[src/rtl/usb_ep_status_bus_pkg.sv]
`default_nettype none
// ============================================================================
// usb_ep_status_bus_pkg : state type for the EP-status aux-port bus requester
// Rev 1.0
// ============================================================================
package usb_ep_status_bus_pkg;

    typedef enum logic [1:0] {
        ST_IDLE  = 2'd0,
        ST_ISSUE = 2'd1,
        ST_WAIT  = 2'd2,
        ST_ACK   = 2'd3
    } state_t;

endpackage
`default_nettype wire

[src/rtl/usb_ep_status_bus.sv]
`default_nettype none
// ============================================================================
// usb_ep_status_bus : single-beat register-bus requester for the EP-status
//                     RAM aux port, with microcode-ROM write protection
// Rev 1.0
// ============================================================================
module usb_ep_status_bus
    import usb_ep_status_bus_pkg::*;
#(
    parameter bit ROM_WP = 1'b1
) (
    input  logic        clk,
    input  logic        rst,
    input  logic [8:0]  bus_addr,
    input  logic [15:0] bus_din,
    input  logic        bus_we,
    input  logic        bus_cyc,
    output logic [15:0] bus_dout,
    output logic        bus_ack,
    output logic [8:0]  s_addr_0,
    output logic        s_read_0,
    output logic        s_zero_0,
    output logic        s_write_0,
    output logic [15:0] s_din_0,
    input  logic [15:0] s_dout_3,
    input  logic        s_ready_0
);

    // Must equal the aux-port read pipeline depth: s_dout_3 carries the data
    // three cycles after the cycle in which s_ready_0 accepted the read.
    localparam int         c_READ_LATENCY = 3;
    localparam logic [1:0] c_CNT_LOAD     = 2'(c_READ_LATENCY - 1);

    state_t      r_state,   w_state;
    logic        r_we,      w_we;
    logic        r_abort,   w_abort;
    logic [1:0]  r_cnt,     w_cnt;
    logic        r_bus_ack, w_bus_ack;
    logic [15:0] r_bus_dout, w_bus_dout;
    logic [8:0]  r_s_addr,  w_s_addr;
    logic [15:0] r_s_din,   w_s_din;
    logic        r_s_read,  w_s_read;
    logic        r_s_write, w_s_write;
    logic        w_lost;
    logic        w_protected;

    // Master gave up on this transaction at some point; finish quietly.
    assign w_lost      = r_abort | ~bus_cyc;
    assign w_protected = ROM_WP && bus_we && bus_addr[8];

    always_ff @(posedge clk) begin
        if (rst) begin
            r_state    <= ST_IDLE;
            r_we       <= 1'b0;
            r_abort    <= 1'b0;
            r_cnt      <= 2'd0;
            r_bus_ack  <= 1'b0;
            r_bus_dout <= 16'd0;
            r_s_addr   <= 9'd0;
            r_s_din    <= 16'd0;
            r_s_read   <= 1'b0;
            r_s_write  <= 1'b0;
        end else begin
            r_state    <= w_state;
            r_we       <= w_we;
            r_abort    <= w_abort;
            r_cnt      <= w_cnt;
            r_bus_ack  <= w_bus_ack;
            r_bus_dout <= w_bus_dout;
            r_s_addr   <= w_s_addr;
            r_s_din    <= w_s_din;
            r_s_read   <= w_s_read;
            r_s_write  <= w_s_write;
        end
    end

    always_comb begin
        w_state    = r_state;
        w_we       = r_we;
        w_abort    = r_abort;
        w_cnt      = r_cnt;
        w_bus_ack  = 1'b0;
        w_bus_dout = 16'd0;
        w_s_addr   = r_s_addr;
        w_s_din    = r_s_din;
        w_s_read   = r_s_read;
        w_s_write  = r_s_write;

        case (r_state)
            ST_IDLE: begin
                w_abort = 1'b0;
                if (bus_cyc && !r_bus_ack) begin
                    w_s_addr = bus_addr;
                    w_s_din  = bus_din;
                    w_we     = bus_we;
                    if (w_protected) begin
                        w_bus_ack = 1'b1;
                        w_state   = ST_ACK;
                    end else begin
                        w_s_write = bus_we;
                        w_s_read  = ~bus_we;
                        w_state   = ST_ISSUE;
                    end
                end
            end

            ST_ISSUE: begin
                w_abort = w_lost;
                if (s_ready_0) begin
                    w_s_read  = 1'b0;
                    w_s_write = 1'b0;
                    if (!r_we) begin
                        w_cnt   = c_CNT_LOAD;
                        w_state = ST_WAIT;
                    end else if (w_lost) begin
                        w_state = ST_IDLE;
                    end else begin
                        w_bus_ack = 1'b1;
                        w_state   = ST_ACK;
                    end
                end
            end

            ST_WAIT: begin
                w_abort = w_lost;
                if (r_cnt == 2'd0) begin
                    if (w_lost) begin
                        w_state = ST_IDLE;
                    end else begin
                        w_bus_ack  = 1'b1;
                        w_bus_dout = s_dout_3;
                        w_state    = ST_ACK;
                    end
                end else begin
                    w_cnt = r_cnt - 2'd1;
                end
            end

            ST_ACK: begin
                w_state = ST_IDLE;
            end

            default: begin
                w_state = ST_IDLE;
            end
        endcase
    end

    assign bus_ack   = r_bus_ack;
    assign bus_dout  = r_bus_dout;
    assign s_addr_0  = r_s_addr;
    assign s_din_0   = r_s_din;
    assign s_read_0  = r_s_read;
    assign s_write_0 = r_s_write;
    assign s_zero_0  = 1'b0;

endmodule
`default_nettype wire

[config.mk]
export PLATFORM = sky130hd
export DESIGN_NAME = usb_ep_status_bus
export DESIGN_NICKNAME = d
export VERILOG_FILES = /design/src/rtl/usb_ep_status_bus_pkg.sv /design/src/rtl/usb_ep_status_bus.sv
export SDC_FILE = /design/constraint.sdc
export NUM_CORES = 1
export LEC_CHECK = 0
export BUFFER_PORTS_ARGS = -buffer_cell sky130_fd_sc_hd__buf_2
export CORE_ASPECT_RATIO = 0.7
export CORE_MARGIN = 2
export CORE_UTILIZATION = 45
export DETAILED_ROUTE_END_ITERATION = 6
export MAX_ROUTING_LAYER = met4
export PLACE_DENSITY = 0.79
export SETUP_SLACK_MARGIN = 0.1
export SLEW_MARGIN = 15
export SYNTH_ARGS = -nofsm -noshare
export SYNTH_HDL_FRONTEND = slang
export SYNTH_SLANG_ARGS = --single-unit
export TNS_END_PERCENT = 100
[constraint.sdc]
create_clock -name clk -period 1.9 [get_ports clk]
set_input_delay 0.38 -clock clk [delete_from_list [all_inputs] [get_ports clk]]
set_output_delay 0.38 -clock clk [all_outputs]
set_load 0.01 [all_outputs]
==> impl_summary.log <==
[metrics] run status: finished clean
[metrics] count of boundary I/O pins: 91
[metrics] Area Overhead vs Synth: 33.9%
[metrics] flip-flop and latch count after synthesis: 50
[metrics] ratio of final minimum period to clock period: 86.4%
[metrics] placed wire-length estimate after detailed placement: 3060 µm
[metrics] final WL: 4190 µm
[metrics] Critical Path Source Type: flop
[metrics] number of cells on the worst reg-to-reg path: 6
[metrics] die footprint: between 0.004 and 0.005 mm²
[metrics] top post-synthesis cells by area: sky130_fd_sc_hd__dfxtp_1 54%, sky130_fd_sc_hd__nand2_1 11%, sky130_fd_sc_hd__a21oi_1 7.6%
[metrics] drt wl/cell: around 12 µm
[metrics] GR Overflow Total: 0
[metrics] vias in the first global route: between 1000 and 1500
[metrics] RSZ-0062 raised after global routing: no
[metrics] Pins Over Slew Limit: 0
[metrics] final routed DRC violation total: 0
[metrics] clock buffer count from CTS: 5
[metrics] final hold violation count: 0
[metrics] first-pass GRT wire length: around 6600 µm
[metrics] die outline width: around 81 µm
[metrics] buffer type at the clock tree root: sky130_fd_sc_hd__clkbuf_8
[metrics] Netlist Area Pre-Place: 0.00185 mm²
[metrics] worst IR drop on VDD: 710 µV
[metrics] startpoint of the worst-slack reg-to-reg timing path: r_state[0]
[metrics] final count of negative-setup-slack endpoints: 0
[metrics] Hold Worst Slack: a little under 300 ps
[metrics] total power consumption of the routed design: 3.23 mW
[metrics] count of non-filler cells in the finished layout: 354
[metrics] final net count: 353
[metrics] minimum period implied by the final worst setup slack: roughly 1600 ps
[metrics] R2R setup slack: approximately 260 ps
[metrics] starting density of the core: 47.1%
[metrics] max cap viols: 0
[metrics] CP arrival: 1830 ps
[metrics] number of placement rows: 19
[metrics] Mapped Avg Cell Area: about 8.7 µm²
[metrics] Post-synth EDFFs: 0
[metrics] count of synthesis-stage warnings from yosys: 0
[metrics] placed cell count: 347
[metrics] height of the die: 57.6 µm
[metrics] Worst Clk Skew: 1.36 ps
[metrics] critical setup path kind: flop to flop
[metrics] highest net fanout along the worst path: 6
[metrics] Synth cell types: 28
[metrics] antenna cells: 0
[metrics] clock transition time at the flip-flop clock pins of the worst setup and hold paths: 80 ps
[metrics] Pwr Density: between 1000 and 1500 mW/mm²
[metrics] placer congestion estimate: a little under 0.9
[metrics] antenna viol nets, final: 0
[metrics] critical path data required time: around 2100 ps
[metrics] htree depth: 2
[metrics] leakage dissipation: 1.21 nW
[metrics] number of antenna violations at the first check in global routing: 0
[metrics] worst hold-check path type: input pin to flop
[metrics] buffers added on ports: 89
[metrics] clock latency of the later-clocked register in the worst-skew pair: 280 ps
[metrics] router iterations before antenna repair: 4
[metrics] via count: about 1700
[metrics] Yosys top cell area share: 54.2%
[metrics] Post-Route Utilization: 63.1%
[metrics] All-Layer GR Usage: 18.6%
[metrics] CP Capture Type: flop
[metrics] cells after synthesis: 213
[metrics] number of inserted filler cells in the final layout: 363
[metrics] capture instance of the worst register-to-register path: r_cnt[1]
[metrics] Clock Path Buffers: 2
[metrics] ys flop type: sky130_fd_sc_hd__dfxtp_1
[metrics] highest attainable clock frequency: 609 MHz
[metrics] Sinks on Clock Net: 50
[metrics] launching instance or port of the critical path: r_state[0]
[metrics] setup fix buffers added after clock tree synthesis: 0
[metrics] fraction of final layout cells with drive strength greater than 1: between 30% and 40%
[metrics] CTS tree: built
[metrics] termination of the worst setup path: r_cnt[1]
[metrics] core area: 0.00392 mm²
[metrics] pin count of the biggest net entering global routing: 33
[metrics] number of nets produced by synthesis: 264
[metrics] Iteration-0 DRC Markers: 46
[metrics] Async S/R FF share, synth: 0%
[metrics] setup TNS after final layout: 0 ps
[metrics] post-DR vias/cell: 4.74
[metrics] cell taking the most area after synthesis: sky130_fd_sc_hd__dfxtp_1
[metrics] sequential area share after synthesis: a little over half
-- synthesized netlist by cell type (all sizes together), types with 2 or more instances --
master  instances
a21oi          28
a311oi          2
a31oi           2
and2           17
buf             4
clkbuf          9
dfxtp          50
ha              5
inv            10
nand2          53
nand2b          5
nor2           11
nor3            2
o22ai           2
-- layout by cell type, fill, tap and decap left out, types with 2 or more instances in the layout --
master	netlist	routed
sky130_fd_sc_hd__nor2_1	11	11
sky130_fd_sc_hd__buf_4	1	6
sky130_fd_sc_hd__a311oi_1	2	2
sky130_fd_sc_hd__a21oi_1	28	28
sky130_fd_sc_hd__nand2b_1	5	5
sky130_fd_sc_hd__dfxtp_1	50	50
sky130_fd_sc_hd__o22ai_1	2	2
sky130_fd_sc_hd__buf_2	3	89
sky130_fd_sc_hd__inv_1	10	10
sky130_fd_sc_hd__ha_1	5	4
sky130_fd_sc_hd__and2_1	17	17
sky130_fd_sc_hd__nor3_1	2	2
sky130_fd_sc_hd__nand2_1	53	53
sky130_fd_sc_hd__clkbuf_8	0	6
sky130_fd_sc_hd__a31oi_1	2	2
-- worst max-delay path, cell delays in order (launching register included) --
cell                       delay, ps
sky130_fd_sc_hd__dfxtp_1         410
sky130_fd_sc_hd__inv_1            90
sky130_fd_sc_hd__ha_1            270
sky130_fd_sc_hd__and2_1          220
sky130_fd_sc_hd__a211oi_4        230
sky130_fd_sc_hd__nor2_1           70
sky130_fd_sc_hd__a311oi_1        260
-- worst min path at each step --
stage	from	cells after the start	endpoint	slack [ps]
final	s_dout_3[12]	2	bus_dout[12]	290
after global routing	s_dout_3[6]	2	bus_dout[6]	270
after CTS	s_dout_3[1]	2	bus_dout[1]	280
after detailed placement	s_addr_0[8]	2	s_addr_0[8]	440
after global placement	s_addr_0[5]	2	s_addr_0[5]	440
after floorplan	r_we	2	r_we	470
-- flip-flops by register name, summed over array words and instances, names as in the netlist --
name,count
s_read_0,1
bus_ack,1
s_addr_0,9
r_state,2
s_write_0,1
bus_dout,16
r_abort,1
s_din_0,16
r_cnt,2
r_we,1
-- where the power goes --
group / internal [mW] / total (mW) / switching, mW
clock network: 0.421 / 0.727 / 0.306
registers: 1.22 / 1.33 / 0.106
logic: 0.488 / 1.17 / 0.685
-- timing repair --
action / in CTS / in global routing
endpoints found under the setup margin: 0 / 3
hold buffers: 0 / 0
gates resized for setup: 0 / 3
-- through the flow --
| step | cell area (µm²) | setup slack [ps] |
|---|---|---|
| floorplan | 1850 | 372 |
| global placement | 2350 | 278 |
| detailed placement | 2350 | 141 |
| CTS | 2460 | 114 |
| global route | 2470 | 105 |
| finish | 2470 | 258 |
-- layout make-up --
type / instances / area, µm² / share of cell area [%]
Inverter: 10 / 37.5 / 1.52
Timing Repair Buffer: 95 / 490 / 19.8
Clock inverter: 1 / 30.0 / 1.21
Multi-Input combinational cell: 140 / 767 / 31.0
Sequential cell: 50 / 1000 / 40.5
Clock buffer: 6 / 82.6 / 3.34
Tap cell: 52 / 65.1 / 2.63
-- layer usage --
metal	vias up	share of wire, %	track usage [%]
met1	744	48	24.5
met3	2	8.0	5.54
met2	70	43	29.2
met4	0	0.29	2.91
li1	862	-	-
met5	-	0	-
-- logic make-up after synthesis --
family,share of synthesized area (%)
other cells,0.203
fa+ha+maj,3.39
flops,54.2
compound gates,12.8
mux,0.542
buf+inv,5.08
simple gates,23.8
No activity file was read; power rests on OpenSTA's default activity.
